==> src/rtl/keypad_digit_loader.sv <==
// keypad_digit_loader
// Captures debounced key presses from the keypad priority encoder as BCD
// digits, shifts them into a 4-digit MM:SS entry register, and scans that
// register onto an active-low, time-multiplexed 4-digit seven-segment display.
module keypad_digit_loader #(
  parameter int SCAN_DIV = 4
) (
  input  logic        clk,
  input  logic        rst,
  input  logic [3:0]  bcd_in,
  input  logic        valid,
  input  logic        load_en,
  input  logic        clear,
  output logic [15:0] digits,
  output logic [2:0]  count,
  output logic        key_strobe,
  output logic [3:0]  an_n,
  output logic [6:0]  seg_n
);

  // Prescaler is at least one bit wide so SCAN_DIV = 1 still elaborates;
  // in that case it sits at 0 and the digit index advances every cycle.
  localparam int             PRE_W   = (SCAN_DIV > 1) ? $clog2(SCAN_DIV) : 1;
  localparam logic [PRE_W-1:0] PRE_MAX = PRE_W'(SCAN_DIV - 1);

  logic             valid_d;
  logic             accept;
  logic [PRE_W-1:0] pre;
  logic [1:0]       idx;
  logic [3:0]       cur_digit;
  logic [3:0]       an_next;
  logic [6:0]       seg_next;

  // Active-low gfedcba pattern for one BCD digit; non-BCD codes blank.
  function automatic logic [6:0] seg_decode(input logic [3:0] d);
    case (d)
      4'd0:    seg_decode = 7'b1000000;
      4'd1:    seg_decode = 7'b1111001;
      4'd2:    seg_decode = 7'b0100100;
      4'd3:    seg_decode = 7'b0110000;
      4'd4:    seg_decode = 7'b0011001;
      4'd5:    seg_decode = 7'b0010010;
      4'd6:    seg_decode = 7'b0000010;
      4'd7:    seg_decode = 7'b1111000;
      4'd8:    seg_decode = 7'b0000000;
      4'd9:    seg_decode = 7'b0010000;
      default: seg_decode = 7'b1111111;
    endcase
  endfunction

  // A key is taken only on the rising edge of valid, so a held key yields a
  // single digit and an edge seen while entry is disabled is simply lost.
  always_comb begin
    accept = valid && !valid_d && load_en && (bcd_in <= 4'd9) &&
             (count < 3'd4) && !clear;
  end

  // Entry register, digit counter, strobe and the valid edge detector.
  always_ff @(posedge clk) begin
    // NOTE: non-blocking assignments keep every register sampling the
    // pre-edge values, so the shift and the edge detector cannot race.
    if (rst) begin
      valid_d    <= 1'b0;
      digits     <= 16'h0000;
      count      <= 3'd0;
      key_strobe <= 1'b0;
    end else begin
      valid_d    <= valid;
      key_strobe <= accept;
      if (clear) begin
        digits <= 16'h0000;
        count  <= 3'd0;
      end else if (accept) begin
        digits <= {digits[11:0], bcd_in};
        count  <= count + 3'd1;
      end
    end
  end

  // Free-running display scan: hold each digit for SCAN_DIV cycles.
  always_ff @(posedge clk) begin
    if (rst) begin
      pre <= '0;
      idx <= 2'd0;
    end else if (pre == PRE_MAX) begin
      pre <= '0;
      idx <= idx + 2'd1;
    end else begin
      pre <= pre + 1'b1;
    end
  end

  // Select the nibble under the scan index and form the next drive pattern.
  always_comb begin
    // NOTE: every output of this block gets a value before any branch, so no
    // path can leave one unassigned and infer a latch.
    cur_digit = 4'd0;
    an_next   = 4'b1111;
    seg_next  = 7'b1111111;
    cur_digit = digits[{idx, 2'b00} +: 4];
    an_next   = ~(4'b0001 << idx);
    seg_next  = seg_decode(cur_digit);
  end

  // Registered display drive, one cycle behind idx and digits.
  always_ff @(posedge clk) begin
    if (rst) begin
      an_n  <= 4'b1110;
      seg_n <= 7'b1000000;
    end else begin
      an_n  <= an_next;
      seg_n <= seg_next;
    end
  end

endmodule

==> config.mk <==
export PLATFORM = sky130hd
export DESIGN_NAME = keypad_digit_loader
export DESIGN_NICKNAME = d
export VERILOG_FILES = /design/src/rtl/keypad_digit_loader.sv
export SDC_FILE = /design/constraint.sdc
export NUM_CORES = 1
export LEC_CHECK = 0
export ABC_AREA = 1
export ABC_CLOCK_PERIOD_IN_PS = 1870
export CORE_AREA = 4 4 68 83
export DETAILED_ROUTE_END_ITERATION = 16
export DIE_AREA = 0 0 72 87
export DONT_BUFFER_PORTS = 1
export SETUP_SLACK_MARGIN = 0.5
export SYNTH_ARGS = -nofsm -noshare
export SYNTH_HDL_FRONTEND = slang
export SYNTH_SLANG_ARGS = --single-unit
==> constraint.sdc <==
create_clock -name clk -period 1.87 [get_ports clk]
set_input_delay 0.0935 -clock clk [delete_from_list [all_inputs] [get_ports clk]]
set_output_delay 0.0935 -clock clk [all_outputs]
set_load 0.03 [all_outputs]
==> results of run 1 <==
-- critical path, stage by stage, from the launching register on --
cell and delay [ps]:
dfxtp_4 430, inv_8 60, nand2_2 60, nand3_2 90, nand2_4 140, inv_4 50, ha_1 190, inv_1 60
nand2_2 70, nand3_2 70, a21oi_2 50
-- area by class of cell --
cell class                      instances  share of cell area
Multi-Input combinational cell        140              0.4354
Tap cell                               60             0.03371
Sequential cell                        36              0.3275
Timing Repair Buffer                   33              0.1247
Clock inverter                          1            0.003371
Timing Repair inverter                  1            0.002809
Clock buffer                            7             0.03876
Inverter                               14             0.03371
-- power groups by stage --
stage	logic [µW]	registers, µW	clock network (µW)
after floorplan	160	880	0
after global placement	190	875	0
after detailed placement	191	876	0
after CTS	224	857	591
after global routing	313	862	616
final	280	859	572
-- cells in the final DEF (no fill, tap or decap), drive strengths merged --
| cell type | netlist | final |
|---|---|---|
| a21boi | 1 | 1 |
| a21oi | 8 | 8 |
| buf | 6 | 25 |
| clkbuf | 0 | 7 |
| clkinvlp | 0 | 1 |
| dfxtp | 36 | 36 |
| dlygate4sd3 | 0 | 7 |
| dlymetal6s4s | 0 | 1 |
| ha | 11 | 11 |
| inv | 14 | 15 |
| nand2 | 32 | 34 |
| nand3 | 19 | 19 |
| nor2 | 42 | 42 |
| nor3 | 2 | 2 |
| nor3b | 1 | 1 |
| o21ai | 22 | 22 |
-- metal layers --
metal  global-route usage  wire length, µm
met1               0.1466             1657
met3              0.03695              283
met5                    0                0
met4              0.05641               79
met2               0.1990             1906
-- flip-flops by register name, indices dropped and copies added (netlist names) --
signal / flops
valid_d: 1
an_n: 4
count: 3
key_strobe: 1
digits: 16
idx: 2
pre: 2
seg_n: 7
-- through the flow --
stage                     std cells  area [µm²]  power, µW    util  hold slack [ps]
after floorplan                 194        1665       1039       -            200.5
after global placement          262        1784       1065  0.3690            161.4
after detailed placement        262        1784       1067  0.3690            161.6
after CTS                       285        2024       1672  0.4187           -148.0
after global routing            292        2227       1791  0.4607           -155.4
final                           292        2227       1711  0.4607           -140.6
-- logic make-up after synthesis --
logic type | after synthesis | share of synthesized area
DFF | 36 | 0.4390
and+or+nand+nor | 96 | 0.2950
AOI/OAI and AO/OA | 31 | 0.1098
buffers and inverters | 20 | 0.07241
adders and majority gates | 11 | 0.08384
-- what timing repair did --
action / CTS / global route
endpoints found under the hold margin: 17 / 8
gates resized for setup: 7 / 35
pin swaps: 3 / 8
gates cloned: 1 / 2
buffers inserted: 5 / 6
endpoints found under the setup margin: 25 / 27
-- worst paths after layout --
path | from | endpoint | slack, ps | cells past startpoint
setup reg to reg | idx[0] | seg_n[0] | 500 | 10
hold / removal | rst | seg_n[5] | -140 | 1
setup / recovery | idx[0] | seg_n[0] | 500 | 10
hold reg to reg | count[2] | count[2] | 560 | 2
==> summary.txt, run 1 <==
Final layout
  – Fillers: 466
  – P&R area growth vs syn: 35.67%
  – Number of nets in the layout: ~250
  – Reg area: roughly 730 µm²
  – Multi-input logic area: 969.7 µm²
  – Proportion of layout cells with a drive suffix above 1: 0.3836
  – N_diodes: 0

Clock network
  – Worst-Skew Late Latency: a little under 300 ps
  – TritonCTS clock tree: done
  – Clock Tree Root: clkbuf_8
  – Clock sinks: 36
  – Worst-path clk slew: 70 ps
  – TritonCTS Buffers: 5
  – H-tree depth: 2
  – Hold Buf Count CTS: 9
  – CTS max path bufs: 2

Floorplan
  – Row count: 28
  – Die height: 87 µm
  – Die width: between 70 and 80 µm
  – Initial Utilization: 0.3395
  – Core footprint: 4835 µm²
  – Die footprint: approximately 6300 µm²
  – Io pins: 40

STA
  – Skew final: between 10 and 15 ps
  – Post-route clock period utilization: 0.7322
  – Final setup fails: 0
  – Unrepaired setup endpoints after global routing: true
  – Least-Margin Pin Slew: approximately 630 ps
  – Final hold vios: 8
  – Achievable Freq: about 730 MHz
  – Slew margin rel.: 0.5817
  – Final TNS setup: 0 ps
  – WHS: -140.6 ps
  – Max Slew Vio Count: 0
  – Tmin final: about 1400 ps
  – Setup slack after layout: roughly 500 ps

Placed design
  – Gpl congestion: 0.7599
  – Post-DP HPWL: around 2500 µm
  – PortBufs: 0
  – Pre-CTS setup slack: around 350 ps

Global routing
  – Total track usage: 0.1222
  – Antenna violations before repair: 0
  – Largest net degree at the start of global routing: 20
  – First-pass GRT wire length: between 5000 and 6000 µm
  – Total grt overflow: 0
  – Vias in the first global route: 1266

Power
  – Leakage: about 0.00093 µW
  – Psw: around 490 µW
  – Switch share: 0.2881
  – Pint: between 1000 and 1500 µW
  – Peak supply drop: 352.2 µV
  – Clock power share: 0.334
  – Power density over cell area: 768.3 nW/µm²
  – Combinational power share: 0.164
  – Portion of total power attributed to sequential cells: 0.502

Route
  – Final wirelength: ~4000 µm
  – Initial DRC count: 85
  – Via count: ~1400
  – DRT Pass-1 Iters: 4
  – DRC violations left: 0
  – Drt wl/cell: 13.45 µm
  – Remaining antenna violation count: 0
  – Vias per cell: 4.678

Synth
  – Synthesized flop and latch total: 36
  – Leading area contributor after synthesis: dfxtp_1
  – Count of cell types in the netlist: 25
  – Syn nets: between 200 and 250
  – Ys async rst share: 0
  – Sequential share of the synthesized area: 0.4390
  – Syn. warnings: 0
  – Syn Area/Cell: ~8.5 µm²
  – Top cells by count, synth: 41 x nor2_1, 36 x dfxtp_1, 24 x nand2_1, 19 x o21ai_0, 15 x nand3_1
  – Cell area after synthesis: 1642 µm²
  – Syn Inst Count: 194
  – Main area contributors after synthesis: dfxtp_1 44%, nor2_1 9.4%, ha_1 8.4%, o21ai_0 5.8%, nand2_1 5.5%
  – EDFF count, synth: 0
  – Yosys top cell area share: 0.4390
  – Synth Flop Type: dfxtp_1
  – Count leader, synth: nor2_1

Outcome
  – Failing checks: negative hold slack
  – Run status: finished with violations

Worst setup path
  – Crit path launch type: flip-flop
  – Critical path fanouts, max: 7
  – Req. time, crit path: 2060 ps
  – Critical path class: flip-flop to flip-flop
  – CP Capture Type: flip-flop
  – Worst EP arrival: between 1500 and 2000 ps

Worst hold path
  – Hold Path Class: input pin to flip-flop

Flow run
  – Max-cap violation count: 0
(Power assumes the default switching activity.)
==> run 2: changes to the inputs <==
--- a/config.mk
+++ b/config.mk
@@ -6,7 +6,7 @@
 export NUM_CORES = 1
 export LEC_CHECK = 0
 export ABC_AREA = 1
-export ABC_CLOCK_PERIOD_IN_PS = 1870
+export ABC_CLOCK_PERIOD_IN_PS = 1400
 export CORE_AREA = 4 4 68 83
 export DETAILED_ROUTE_END_ITERATION = 16
 export DIE_AREA = 0 0 72 87
==> constraint.sdc (replaced) <==
create_clock -name clk -period 1.4 [get_ports clk]
set_input_delay 0.07 -clock clk [delete_from_list [all_inputs] [get_ports clk]]
set_output_delay 0.07 -clock clk [all_outputs]
set_load 0.03 [all_outputs]
==> run 2 against run 1 <==
  * Power rose by 39%
  * The flow still finishes with violations (negative hold slack)
  * Highest routed layer unchanged
  * Critical path depth fell by 2
  * Via count is 8.9% higher
  * Sequential power is 34% higher
  * Largest cell class unchanged
  * Global-route usage up 2.8 points
  * Combinational power increased by 69%
==> summary.txt, run 2 (synthesis gave the netlist of run 1 again) <==
Power
  – Power density over cell area: 923.3 nW/µm² (+20%)
  – Leakage: 0.001018 µW (+9.9%)
  – Peak supply drop: 383.3 µV (+8.8%)

Floorplan
  – Die footprint: 6264 µm² (unchanged)
  – Die width: 72 µm (unchanged)
  – Initial Utilization: 0.3395 (unchanged)
  – Core footprint: 4835 µm² (unchanged)
  – Row count: 28 (unchanged)
  – Die height: 87 µm (unchanged)
  – Io pins: 40 (unchanged)

Final layout
  – Largest Register: digits
  – Number of nets in the layout: 262 (+4.4%)
  – Fillers: 410 (-12%)
  – Most common cell after layout, fill and taps aside: nor2_1
  – N_diodes: 0 (unchanged)
  – Largest regs: digits (16), seg_n (7), an_n (4)
  – Most frequent cells in the layout: 36 x nor2_1, 22 x buf_6, 17 x dfxtp_1
  – Proportion of layout cells with a drive suffix above 1: 0.5720 (+0.1884)
  – P&R area growth vs syn: 56.78%
  – Max reg flops: 16 (unchanged)

Route
  – Final wirelength: 4665 µm (+19%)
  – DRT Pass-1 Iters: 4 (unchanged)
  – Drt wl/cell: 15.40 µm (+15%)
  – Remaining antenna violation count: 0 (unchanged)
  – Initial DRC count: 67 (-21%)
  – Via count: 1488 (+8.9%)
  – DRC violations left: 0 (unchanged)
  – Vias per cell: 4.911 (+5.0%)

Global routing
  – Total track usage: 0.1503 (+0.02814)
  – Total grt overflow: 0 (unchanged)
  – First-pass GRT wire length: 7024 µm (+17%)
  – Largest net degree at the start of global routing: 20 (unchanged)
  – Vias in the first global route: 1412 (+12%)
  – Antenna violations before repair: 0 (unchanged)

Worst setup path
  – Critical path class: flip-flop to flip-flop
  – CP Capture Type: flip-flop
  – Crit path launch type: flip-flop
  – Worst EP arrival: 1560 ps (about the same)
  – Worst r2r src: idx[0]
  – Req. time, crit path: 1620 ps (-440 ps)
  – Setup crit start: idx[0]
  – Critical path fanouts, max: 7 (unchanged)

STA
  – Achievable Freq: 747.0 MHz (+2.3%)
  – Final TNS setup: 0 ps (unchanged)
  – Setup slack after layout: 61.29 ps (-439.6 ps)
  – Tmin final: 1339 ps (-30.41 ps)
  – Max Slew Vio Count: 0 (unchanged)
  – Least-Margin Pin Slew: 705.0 ps (+78.19 ps)
  – Slew margin rel.: 0.5299 (-0.05174)
  – Unrepaired setup endpoints after global routing: true
  – Final hold vios: 9 (+1)
  – WHS: -165.2 ps (-24.58 ps)
  – Final setup fails: 0 (unchanged)
  – Skew final: 6.280 ps (-3.731 ps)
  – Post-route clock period utilization: 0.9562 (+0.2241)

Placed design
  – Post-DP HPWL: 2748 µm (+9.2%)
  – PortBufs: 0 (unchanged)
  – Pre-CTS setup slack: 30.02 ps (-316.1 ps)
  – Gpl congestion: 0.7840 (+3.2%)

Outcome
  – Run status: finished with violations
  – Failing checks: negative hold slack

Clock network
  – Hold Buf Count CTS: 7 (-2)
  – Worst-Skew Late Latency: 290 ps (about the same)
  – TritonCTS clock tree: done
  – TritonCTS Buffers: 5 (unchanged)
  – Clock Tree Root: clkbuf_8
  – H-tree depth: 2 (unchanged)
  – Clock sinks: 36 (unchanged)
  – Worst-path clk slew: 70 ps (about the same)
  – CTS max path bufs: 2 (unchanged)

Worst hold path
  – Hold Path Class: input pin to flip-flop
  – Hold Path Origin: rst

Flow run
  – Max-cap violation count: 0 (unchanged)
## run 2: cell count changes in the layout (fill, tap and decap cells not counted), moves of 3 or more
cell | before | now
buf_4 | 23 | 12
buf_6 | 2 | 22
dfxtp_1 | 33 | 17
dfxtp_2 | 1 | 16
ha_1 | 7 | 4
ha_4 | 3 | 7
nand2_1 | 18 | 14
nand2_8 | 0 | 3
nor2_1 | 41 | 36
nor2_2 | 1 | 5
o21ai_0 | 18 | 0
o21ai_1 | 3 | 12
o21ai_2 | 1 | 10
## run 2: worst paths after layout
check,depth (start not counted),slack [ps],endpoint
min reg2reg,1,430,pre[0]
max,8,60,seg_n[2]
min,1,-170,pre[0]
max reg2reg,8,60,seg_n[2]
## run 2: cell type report
class                      count  area [µm²]  share of cell area
sequential                    36       752.0              0.2922
timing repair buffer          42       422.9              0.1643
tap                           60       75.07             0.02917
clock buffer                   8       90.09             0.03500
timing repair inverter         3       31.28             0.01215
multi-input combinational    140        1125              0.4370
inverter                      14       77.57             0.03014
## run 2: critical path: stages, from the launching register on
cell and delay, ps:
dfxtp_4 410, inv_6 60, nand2_2 60, nand3_2 80
nand2_4 130, buf_6 120, ha_4 130, nand3_1 110
a21oi_2 170
## run 2: power by group
group	internal [µW]	switching, µW
clock network	401	356
registers	1070	78.0
logic	205	268
## run 2: timing repair
action	in CTS	in global routing
endpoints found under the setup margin	34	48
hold endpoints to repair	17	9
gates resized for setup	53	65
gates cloned	5	0
buffers inserted	5	5
pin swaps	13	22
## run 2: per-stage QoR
step	power (µW)	cells	util	area [µm²]
4_1_cts	2285	298	0.4754	2298
3_5_place_dp	1446	273	0.3869	1871
6_report	2376	303	0.5324	2574
3_3_place_gp	1439	273	0.3869	1871
5_1_grt	2486	303	0.5324	2574
2_1_floorplan	1390	194	-	1669
## run 2: per-layer routing
layer | share of wire | track usage | up-vias
met5 | 0 | 0 | -
met4 | 0.032 | 0.06667 | 0
met3 | 0.073 | 0.05889 | 11
met2 | 0.54 | 0.2701 | 45
met1 | 0.36 | 0.1520 | 698
li1 | - | - | 734
==> run 3: changes to the inputs <==
--- a/config.mk
+++ b/config.mk
@@ -7,9 +7,9 @@
 export LEC_CHECK = 0
 export ABC_AREA = 1
 export ABC_CLOCK_PERIOD_IN_PS = 1400
-export CORE_AREA = 4 4 68 83
+export CORE_AREA = 2 2 66 81
 export DETAILED_ROUTE_END_ITERATION = 16
-export DIE_AREA = 0 0 72 87
+export DIE_AREA = 0 0 68 83
 export DONT_BUFFER_PORTS = 1
 export SETUP_SLACK_MARGIN = 0.5
 export SYNTH_ARGS = -nofsm -noshare
==> run 3 against run 2 <==
  * The run still ends with negative hold slack left
  * Core utilization is 1.6 points higher
  * Worst hold slack worse by 3.1 ps
  * Flip-flop and latch count stayed put
  * Power is 18% higher
  * Sequential share of layout area is 0.92 points lower
  * Register-to-register slack hardly changed
  * Critical path type unchanged
  * Critical endpoint is now seg_n[6]
  * Largest cell class unchanged
==> summary.txt, run 3 (synthesis gave the netlist of run 1 again) <==
Outcome
  – Run status: finished with violations
  – Failing checks: negative hold slack

Worst setup path
  – Req. time, crit path: 1580 ps (-40 ps)
  – Worst path cell trace: inv_6 > nand2_2 > nand3_2 > nand2_4 > inv_4 > ha_4 > inv_2 > nand3_2 > nand3_2 > nand3_2
  – Critical path class: flip-flop to flip-flop
  – Worst r2r src: idx[0]
  – CP Capture Type: flip-flop
  – Worst EP arrival: 1520 ps (-40 ps)
  – Max stage delay on crit path: 400 ps (about the same)
  – FF-to-FF End: seg_n[6]
  – CP most frequent cell: nand3_2
  – Worst Reg-to-Reg Cells: 10 (+2)
  – Crit path launch type: flip-flop
  – CP max-delay cell: dfxtp_4
  – R2R Setup Slk: 60 ps (about the same)
  – Critical path fanouts, max: 6 (-1)

Final layout
  – Largest regs: digits (16), seg_n (7), an_n (4)
  – Multi-input logic area: 1119 µm² (-0.56%)
  – Max reg flops: 16 (unchanged)
  – P&R area growth vs syn: 61.36%
  – Most common cell after layout, fill and taps aside: nor2_1
  – N_diodes: 0 (unchanged)
  – Fillers: 412 (+0.49%)
  – Final Instance Area: 2649 µm² (+2.9%)
  – Proportion of layout cells with a drive suffix above 1: 0.5959 (+0.02390)
  – Number of nets in the layout: 264 (+0.76%)
  – Finished Core Util: 0.5479 (+0.01553)
  – Reg area: 749.5 µm² (-0.33%)
  – Most frequent cells in the layout: 30 x nor2_1, 21 x dfxtp_1, 20 x buf_6
  – Largest Register: digits

Clock network
  – TritonCTS clock tree: done
  – Worst-Skew Late Latency: 300 ps (about the same)
  – CTS max path bufs: 2 (unchanged)
  – Hold Buf Count CTS: 8 (+1)
  – Clock sinks: 36 (unchanged)
  – TritonCTS Buffers: 5 (unchanged)
  – H-tree depth: 2 (unchanged)
  – Worst-path clk slew: 80 ps (about the same)
  – Clock Tree Root: clkbuf_8

Global routing
  – First-pass GRT wire length: 7196 µm (+2.4%)
  – Total grt overflow: 0 (unchanged)
  – Largest net degree at the start of global routing: 20 (unchanged)
  – Vias in the first global route: 1423 (+0.78%)
  – Total track usage: 0.1675 (+0.01718)
  – Antenna violations before repair: 0 (unchanged)

STA
  – Unrepaired setup endpoints after global routing: true
  – Final hold vios: 9 (unchanged)
  – Max Slew Vio Count: 0 (unchanged)
  – Least-Margin Pin Slew: 688.4 ps (-16.63 ps)
  – Achievable Freq: 746.6 MHz (about the same)
  – Tmin final: 1339 ps (+0.6122 ps)
  – Final TNS setup: 0 ps (unchanged)
  – Post-route clock period utilization: 0.9567 (about the same)
  – Skew final: 13.74 ps (+7.464 ps)
  – WHS: -168.3 ps (-3.082 ps)
  – Final setup fails: 0 (unchanged)
  – Slew margin rel.: 0.5410 (+0.01109)

Floorplan
  – Die width: 68 µm (-5.6%)
  – Io pins: 40 (unchanged)
  – Die footprint: 5644 µm² (-9.9%)
  – Row count: 28 (unchanged)
  – Initial Utilization: 0.3395 (unchanged)
  – Core footprint: 4835 µm² (unchanged)
  – Die height: 83 µm (-4.6%)

Route
  – DRT Pass-1 Iters: 4 (unchanged)
  – Remaining antenna violation count: 0 (unchanged)
  – Wl on met1: 1776 µm (+6.5%)
  – Vias per cell: 4.764 (-3.0%)
  – Routed met3 length: 203 µm (-41%)
  – Final wirelength: 4448 µm (-4.7%)
  – Max Used Layer: met4
  – DRC violations left: 0 (unchanged)
  – Via count: 1453 (-2.4%)
  – Drt wl/cell: 14.58 µm (-5.3%)
  – Initial DRC count: 61 (-9.0%)
  – Met2 WL: 2343 µm (-6.5%)

Worst hold path
  – Hold Path Class: input pin to flip-flop
  – Hold Path Origin: rst
  – Hold EP: key_strobe
  – WHS Path Cells: 1 (unchanged)

Power
  – Clock power share: 0.431 (+0.112)
  – Total power: 2808 µW (+18%)
  – Power density over cell area: 1060 nW/µm² (+15%)
  – Switch share: 0.2579 (-0.03759)
  – Combinational power share: 0.162 (-0.037)
  – Peak supply drop: 530.0 µV (+38%)
  – Psw: 724.2 µW (+3.1%)
  – Leakage: 0.001076 µW (+5.6%)
  – Pint: 2084 µW (+24%)
  – Portion of total power attributed to sequential cells: 0.407 (-0.075)

Placed design
  – Placed cell area: 1871 µm² (unchanged)
  – PortBufs: 0 (unchanged)
  – Gpl congestion: 0.8140 (+3.8%)
  – Post-DP HPWL: 2585 µm (-5.9%)

Flow run
  – Max-cap violation count: 0 (unchanged)
[run 3: layer usage]
layer / track usage / vias up
li1: - / 730
met5: 0 / -
met2: 0.2860 / 40
met1: 0.1906 / 673
met3: 0.04472 / 10
met4: 0.06727 / 0
[run 3: repair_timing]
item                                   CTS  global route
setup buffers                            6             5
endpoints found under the hold margin   17             9
pin swaps                               22            10
gates cloned                             5             0
setup endpoints to repair               40            46
resized for setup                       75            43
[run 3: worst max path at each step]
stage / from / endpoint / slack [ps] / cells past startpoint
6_report: idx[0] / seg_n[6] / 60 / 10
5_1_grt: idx[0] / seg_n[6] / 20 / 10
4_1_cts: idx[0] / seg_n[3] / 100 / 8
3_5_place_dp: idx[0] / seg_n[3] / 60 / 8
3_3_place_gp: idx[0] / seg_n[3] / 70 / 8
2_1_floorplan: idx[0] / seg_n[3] / -80 / 10
[run 3: worst max-delay path: cells and delay by family, from the launching register on]
kind                       cells  cell delay (ps)
and+or+nand+nor                6              500
buffers and inverters          3              170
adders and majority gates      1              150
DFF                            1              400
[run 3: power groups by stage]
stage,logic (µW),registers [µW],clock network [µW]
floorplan,217,1170,0
global placement,280,1160,0
detailed placement,282,1160,0
CTS,399,1140,1220
global route,497,1150,1260
finish,455,1140,1210
[run 3: cell type report]
class / instances / area share
Inverter: 14 / 0.02834
Sequential cell: 36 / 0.2829
Multi-Input combinational cell: 140 / 0.4223
Timing Repair Buffer: 44 / 0.1663
Timing Repair inverter: 3 / 0.01370
Clock inverter: 2 / 0.02267
Clock buffer: 6 / 0.03543
Tap cell: 60 / 0.02834
[run 3: metrics by stage]
| step | worst slack [ps] | instances |
|---|---|---|
| after floorplan | -77.68 | 194 |
| after global placement | 74.71 | 273 |
| after detailed placement | 58.90 | 273 |
| after CTS | 95.92 | 300 |
| after global routing | 15.04 | 305 |
| final | 60.68 | 305 |
